<file path="config.mk">
export PLATFORM = sky130hd
export DESIGN_NAME = ram8_burst_master
export DESIGN_NICKNAME = d
export VERILOG_FILES = /design/src/rtl/ram8_burst_master_pkg.sv /design/src/rtl/ram8_burst_master_burst_counter.sv /design/src/rtl/ram8_burst_master.sv
export SDC_FILE = /design/constraint.sdc
export NUM_CORES = 1
export LEC_CHECK = 0
export BUFFER_PORTS_ARGS = -buffer_cell sky130_fd_sc_hd__buf_2
export CORE_AREA = 2 2 62 47
export CTS_CLUSTER_SIZE = 30
export DETAILED_ROUTE_END_ITERATION = 6
export DIE_AREA = 0 0 64 49
export PLACE_DENSITY_LB_ADDON = 0.1
export SYNTH_ARGS = -nofsm -noshare
export SYNTH_HDL_FRONTEND = slang
export SYNTH_SLANG_ARGS = --single-unit
</file>
<file path="constraint.sdc">
create_clock -name clk -period 2.2 [get_ports clk]
set_clock_uncertainty 0.05 [all_clocks]
set_input_delay 0.11 -clock clk [delete_from_list [all_inputs] [get_ports clk]]
set_output_delay 0.11 -clock clk [all_outputs]
set_load 0.02 [all_outputs]
</file>
<file path="src/rtl/ram8_burst_master_pkg.sv">
// Shared types and constants for the RAM8 burst initiator.
// Widths are fixed by the RAM8 port: 3-bit word address, 16-bit data.
package ram8_burst_master_pkg;

  localparam int AW = 3;
  localparam int DW = 16;

  localparam logic OP_WRITE = 1'b0;
  localparam logic OP_READ  = 1'b1;

  typedef enum logic [1:0] {
    IDLE  = 2'd0,
    WRITE = 2'd1,
    READ  = 2'd2,
    DONE  = 2'd3
  } state_t;

  typedef logic [AW-1:0] addr_t;
  typedef logic [DW-1:0] word_t;

  typedef struct packed {
    logic  op;
    addr_t base;
    addr_t len;
  } cmd_t;

  // Word addresses wrap 7 -> 0 through the natural 3-bit overflow.
  function automatic addr_t addr_inc(input addr_t a);
    return a + addr_t'(1);
  endfunction

endpackage

</file>
<file path="src/rtl/ram8_burst_master_burst_counter.sv">
// Burst address/length tracker: holds the current word address and the beats left.
// Latency: load/step take effect on the next edge; addr and last are direct register views.
// Backpressure: advances only on step, so a stalled beat leaves addr and last untouched.
module ram8_burst_master_burst_counter
  import ram8_burst_master_pkg::*;
(
  input  logic  clk,
  input  logic  reset,
  input  logic  load,
  input  addr_t base,
  input  addr_t len,
  input  logic  step,
  output addr_t addr,
  output logic  last
);

  addr_t cur_addr;
  addr_t remaining;

  always_ff @(posedge clk) begin
    if (reset) begin
      cur_addr  <= '0;
      remaining <= '0;
    end else if (load) begin
      cur_addr  <= base;
      remaining <= len;
    end else if (step && (remaining != '0)) begin
      cur_addr  <= addr_inc(cur_addr);
      remaining <= remaining - addr_t'(1);
    end
  end

  assign addr = cur_addr;
  assign last = (remaining == '0);

endmodule

</file>
<file path="src/rtl/ram8_burst_master.sv">
// Burst initiator driving an 8x16 RAM port from a command, a write stream and a read stream.
// Latency: first RAM access the cycle after command accept; read data is combinational from RAM.
// Backpressure: wr_valid/rd_ready gate each beat; commands are held off with cmd_ready while busy.
module ram8_burst_master
  import ram8_burst_master_pkg::*;
(
  input  logic          clk,
  input  logic          reset,
  input  logic          cmd_valid,
  output logic          cmd_ready,
  input  logic          cmd_op,
  input  logic [AW-1:0] cmd_base,
  input  logic [AW-1:0] cmd_len,
  input  logic          wr_valid,
  output logic          wr_ready,
  input  logic [DW-1:0] wr_data,
  output logic          rd_valid,
  input  logic          rd_ready,
  output logic [DW-1:0] rd_data,
  output logic          rd_last,
  output logic [AW-1:0] mem_addr,
  output logic [DW-1:0] mem_in,
  output logic          mem_write,
  input  logic [DW-1:0] mem_out,
  output logic          busy,
  output logic          done
);

  state_t state;
  logic   busy_q;
  logic   done_q;
  cmd_t   cmd;
  logic   accept;
  logic   beat;
  logic   cnt_last;
  addr_t  cnt_addr;

  assign cmd    = '{op: cmd_op, base: cmd_base, len: cmd_len};
  assign accept = (state == IDLE) && cmd_valid && !reset;
  assign beat   = ((state == WRITE) && wr_valid) || ((state == READ) && rd_ready);

  ram8_burst_master_burst_counter u_cnt (
    .clk   (clk),
    .reset (reset),
    .load  (accept),
    .base  (cmd.base),
    .len   (cmd.len),
    .step  (beat),
    .addr  (cnt_addr),
    .last  (cnt_last)
  );

  always_ff @(posedge clk) begin
    if (reset) begin
      state  <= IDLE;
      busy_q <= 1'b0;
      done_q <= 1'b0;
    end else begin
      done_q <= 1'b0;
      case (state)
        IDLE: begin
          if (cmd_valid) begin
            state  <= (cmd.op == OP_READ) ? READ : WRITE;
            busy_q <= 1'b1;
          end
        end
        WRITE, READ: begin
          if (beat && cnt_last) begin
            state  <= DONE;
            done_q <= 1'b1;
          end
        end
        DONE: begin
          state  <= IDLE;
          busy_q <= 1'b0;
        end
        default: begin
          state  <= IDLE;
          busy_q <= 1'b0;
        end
      endcase
    end
  end

  // mem_addr tracks the counter in every state, so it simply holds in IDLE.
  assign cmd_ready = (state == IDLE) && !reset;
  assign wr_ready  = (state == WRITE);
  assign mem_addr  = cnt_addr;
  assign mem_in    = (state == WRITE) ? wr_data : '0;
  assign mem_write = (state == WRITE) && wr_valid && !reset;
  assign rd_valid  = (state == READ);
  assign rd_data   = rd_valid ? mem_out : '0;
  assign rd_last   = rd_valid && cnt_last;
  assign busy      = busy_q;
  assign done      = done_q;

endmodule

</file>
== Word level (Yosys, flattened, before mapping) ==
Cells that the tools add are included.
Word-level totals
  register bits after elaboration: 10
Operators by class
  add/sub/neg operators: 2
  equality and inequality tests: 5
  bitwise logic cells: 1
  mux-type cells: 13
  reduce and logical (&&, ||, !) cells: 20
Operators by type and width (number)
  two-way mux 16 bit: 2
  two-way mux 3 bit: 4
  logical AND 1 bit: 9
  two-way mux 2 bit: 3
  one-hot mux 2 bit (3 select lines): 1
  equality test 2 bit (second input constant): 2
  inequality test 2 bit (second input constant): 2
  AND reduction 2 bit: 2
  nonzero test 2 bit: 2
  OR reduction 2 bit: 2
  adder 3 x 1 -> 3 bit (second input constant): 1
  zero test 3 bit: 1
  nonzero test 3 bit: 1
  subtractor 3 x 1 -> 3 bit (second input constant): 1
  equality test 2 x 1 -> 1 bit (second input constant): 1
  zero test 2 bit: 1
  two-way mux 1 bit: 2
  one-hot mux 1 bit (2 select lines): 1
  zero test 1 bit: 1
  logical OR 1 bit: 1
  inverter 1 bit: 1

== Depth between registers and ports, before layout ==
  depth in word-level cells: 6
  gate-level depth with buffers: 7

== Hierarchy ==
Synthesis repeated with hierarchy kept, for this count alone.
Second synthesis, totals
  cell total of the unflattened synthesis: 105
  area, all modules: 867.1 µm²
By module, submodules not included
  ram8_burst_master: area an instance 508.0 µm², sequential area each 80.1 µm², cells each 65, instances 1
  ram8_burst_master_burst_counter: area an instance 359.1 µm², sequential area each 120.1 µm², cells each 40, instances 1

== Worst setup path before layout ==
OpenSTA, ideal clock, no wires.
  path type: reg2reg
  from: register state[0]
  to: register u_cnt.cur_addr[0], in the netlist u_cnt.addr[0]
  stages on the path, launching flop included: 8
  clock period less this slack: 1.757 ns
  setup time: 0.086 ns
  path buffers: 1
  arrival time: 1.622 ns
  slack: 0.443 ns
  cells stage by stage: dfxtp_1 inv_1 ha_1 a22o_4 and2_4 buf_6 xnor2_1 a211oi_1
On the way
  cells in the longest elaborated chain, start to end: 5
  elaborated cells on any way between the ends: 11
RTL lines
  from (decl): line ram8_burst_master.sv:29  | state_t state;
  from (signal assigned): line ram8_burst_master.sv:63  | state <= (cmd.op == OP_READ) ? READ : WRITE;
  equality test 2 bit
  named net rd_valid: line ram8_burst_master.sv:17  | output logic rd_valid,
  logical AND 1 bit: line ram8_burst_master.sv:40  | assign beat = ((state == WRITE) && wr_valid) || ((state == READ) && rd_ready);
  logical OR 1 bit: line ram8_burst_master.sv:40
  logical AND 1 bit: line ram8_burst_master_burst_counter.sv:27  | end else if (step && (remaining != '0)) begin
  nonzero test 2 bit (no line)
  to (signal assigned): line ram8_burst_master_burst_counter.sv:25  | cur_addr <= base;
  to (signal assigned): line ram8_burst_master_burst_counter.sv:28  | cur_addr <= addr_inc(cur_addr);
  to (decl): line ram8_burst_master_burst_counter.sv:17  | addr_t cur_addr;
The timed path passes the listed nets, and every way through them passes these cells.
A chain may end at the register's enable or synchronous reset.

== Worst setup path after layout ==
  from: register state[1]
  to: register u_cnt.cur_addr[0], in the netlist u_cnt.addr[0]
On the way
  cells in the longest elaborated chain, start to end: 5
  elaborated cells on any way between the ends: 11
RTL lines (line)
  equality test 2 x 1 -> 1 bit or equality test 2 bit (tied branches): ram8_burst_master.sv:40
  logical AND 1 bit: ram8_burst_master.sv:40
  logical OR 1 bit: ram8_burst_master.sv:40
  logical AND 1 bit: ram8_burst_master_burst_counter.sv:27
  nonzero test 2 bit (no line)
Several ways; a longest one is shown, not always the timed one.

==> out/qor.csv <==
metric,value,unit
via count,938,
net switching power,0.561,mW
peak supply drop,0.441,mV
Fin. Hold Viols,0,
Layout Nets,244,
start-to-end type of the worst setup path,flop to flop,
launch instance of the worst register-to-register path,state[1]$_SDFFE_PP0P_,
number of detailed-route iterations in the first pass,4,
Syn Nets,159,
post-route minimum period,1.80,ns
cell-internal power,0.643,mW
number of DRC markers after the initial detailed-route iteration,23,
Cell Rows,16,
placeable core region,0.00258,mm^2
reg2reg setup slack,0.40,ns
DIE HEIGHT,49,um
utilization after layout,51.3,%
number of H-tree branching levels,1,
top cell type's share of synthesized area,24.5,%
share of power burned in combinational logic,63.9,%
maximum buffer depth of the clock tree,2,
final number of setup-violating endpoints,0,
root buf cell,clkbuf_4,
cell area after synthesis,843,um^2
die boundary width,64,um
count of nets left with antenna violations after detail routing,0,
number of cell instances on the worst register-to-register path,6,
drt wl/cell,10.4,um
clock tree from TritonCTS,yes,
required arrival time at the worst endpoint,2.34,ns
post-CTS sizing,0,
gate count after technology mapping,107,
CP Data Arrival Time,1.94,ns
CTS buffer count,3,
Post-CTS Hold Buffers,0,
total number of yosys warnings,0,
area used by multi-input combinational logic,602,um^2
instance area at placement,0.00129,mm^2
timing-limited maximum frequency,555,MHz
switching power share of the total,46.6,%
kind of start point of the critical path,flop,
Max Cap Viol,0,
Global Route Usage Sum,14.6,%
total routed wirelength,2.35,mm
minimum hold slack,0.0391,ns
dominant cell type by area after synthesis,and2_1,
crit end category,flop,
hold crit path type,primary input to flop,
DP Worst Slack,0.373,ns
global-route wire length before repair,3.71,mm
CP peak stage delay,0.38,ns
initial antenna violation count,0,
post-layout instance count excluding filler cells,227,
setup TNS after final layout,0,ns
largest delay contributor family on the critical path,compound AO/OA/AOI/OAI gates,
drt drc,0,
initial core utilization,32.7,%
per-instance average area after synthesis,7.88,um^2
half-perimeter wire length after detailed placement,1.92,mm
top cells by area in the synthesized netlist,"and2_1 (24%), dfxtp_1 (24%), ha_1 (12%)",
synthesis-to-finish area growth,57.0,%
"Slew Viols, Final",0,
Slew Limit Headroom,69.5,%
number of unique standard cell types used by synthesis,25,
cells along the critical path,inv_1 -> ha_1 -> a22o_4 -> and2_4 -> xnor2_1 -> a211oi_1,
Hold Path Cell Cnt,3,
Hold Path End,u_cnt.remaining[1]$_SDFFE_PP0P_,
power share of the sequential group,22.0,%
global-route congestion overflow total,0,
clock latency on the worst-skew pair,0.27,ns
DIE AREA,0.00314,mm^2
leakage power total,0.755,nW
ratio of final minimum period to clock period,81.8,%
Design Power,1.20,mW
number of top-level design ports,86,
Clock Pin Slew Worst Setup and Hold Paths,0.07,ns
Hold Path Origin,cmd_len[1],
number of input and output port buffers inserted,85,
number of diodes,0,
portion of total power attributed to the clock network,14.1,%
Layout Cell Area excl Fill,0.00132,mm^2
post-synthesis sequential area ratio,23.7,%
status,"complete, no violations",
slew of the pin with the lowest slew margin,0.457,ns
number of instances in the placed design,223,
post-CTS setup buffer count,0,
smallest setup slack after layout,0.399,ns
vias in the first global route,824,
Fillers,245,
Critical Path Fanout Max,19,
fraction of final layout cells with drive strength greater than 1,48.7,%
count of state elements after synthesis,10,
"Slowest-stage cell, CP",dfxtp_1,
number of sinks driven by the clock tree,10,
setup repair after global routing missed its margin,false,
Routability Congestion,0.706,
sequential cell area,200,um^2
largest net degree at the start of global routing,20,
buffers and inverters on the worst path,1,
power per cell area,910,mW/mm^2
average vias per placed instance,4.13,
RR Endpoint,u_cnt.addr[0]$_SDFFE_PP0P_,
power by group through the flow:
stage               Combinational (mW)  Clock [mW]  Sequential (mW)
floorplan                        0.532           0            0.288
global placement                 0.766           0            0.267
detailed placement               0.772           0            0.269
CTS                              0.776       0.173            0.266
global route                     0.849       0.182            0.272
finish                           0.770       0.169            0.265
how the worst max path moves through the flow:
stage / from / to / cells after the start / slack (ns)
floorplan: state[0]$_SDFFE_PP0P_ / u_cnt.addr[0]$_SDFFE_PP0P_ / 7 / 0.44
global placement: state[1]$_SDFFE_PP0P_ / u_cnt.addr[0]$_SDFFE_PP0P_ / 6 / 0.46
detailed placement: state[1]$_SDFFE_PP0P_ / u_cnt.addr[0]$_SDFFE_PP0P_ / 6 / 0.37
CTS: state[1]$_SDFFE_PP0P_ / u_cnt.addr[0]$_SDFFE_PP0P_ / 6 / 0.38
global route: state[1]$_SDFFE_PP0P_ / u_cnt.addr[0]$_SDFFE_PP0P_ / 6 / 0.23
finish: state[1]$_SDFFE_PP0P_ / u_cnt.addr[0]$_SDFFE_PP0P_ / 6 / 0.40
state kept, by name, indices dropped and copies added (netlist names):
signal           count
u_cnt.remaining      3
state                2
u_cnt.addr           3
done                 1
busy                 1
Yosys cell counts:
cell	count
and2_1	33
dfxtp_1	10
nor2_1	9
ha_1	8
a211oi_1	5
a21oi_1	5
nand2_1	5
clkbuf_1	4
inv_1	4
nand2b_1	3
nand3_1	3
mux2i_1	2
nor2b_1	2
xnor2_1	2
xor2_1	2
a21boi_1	1
a22o_4	1
and2_4	1
buf_6	1
nand3b_1	1
nor3b_1	1
o211ai_1	1
o21ai_0	1
o221a_2	1
or2_2	1
area by class of cell:
cell class	count	area share [%]
Clock buffer	4	2.74
Inverter	4	1.13
Multi-Input combinational cell	88	45.5
Sequential cell	10	15.1
Tap cell	36	3.40
Timing Repair Buffer	85	32.1
placed cells by master (no fill, tap or decap):
| cell type | Yosys | layout |
|---|---|---|
| a22o_4 | 1 | 1 |
| o211ai_1 | 1 | 1 |
| inv_1 | 4 | 4 |
| nand2b_1 | 3 | 3 |
| dfxtp_1 | 10 | 10 |
| and2_4 | 1 | 1 |
| nand3b_1 | 1 | 1 |
| o21ai_0 | 1 | 1 |
| nand3_1 | 3 | 3 |
| xnor2_1 | 2 | 2 |
| nor2_1 | 9 | 9 |
| a21oi_1 | 5 | 5 |
| nor2b_1 | 2 | 2 |
| nor3b_1 | 1 | 1 |
| a211oi_1 | 5 | 5 |
| o221a_2 | 1 | 1 |
| xor2_1 | 2 | 2 |
| a21boi_1 | 1 | 1 |
| clkbuf_8 | 0 | 1 |
| clkbuf_4 | 0 | 3 |
| or2_2 | 1 | 1 |
| buf_2 | 0 | 85 |
| mux2i_1 | 2 | 2 |
| and2_1 | 33 | 33 |
| nand2_1 | 5 | 5 |
| ha_1 | 8 | 8 |
routing by layer:
layer,track usage (%),vias to the layer above,wire [um]
li1,-,515,-
met2,22.9,44,1010
met1,19.4,376,1110
met3,5.08,3,233
met5,0,-,0
met4,3.26,0,9
worst min-delay path: stages:
cell and delay (ns):
buf_2 0.10, nand2_1 0.05, a21oi_1 0.05
cell families after synthesis:
logic type / share of synthesized area (%)
simple gates: 39.8
compound gates: 13.2
flops: 23.7
buf+inv: 4.90
fa+ha+maj: 11.9
xor+xnor: 4.16
mux: 2.37
Note: power is estimated with default switching activity, not from simulation.
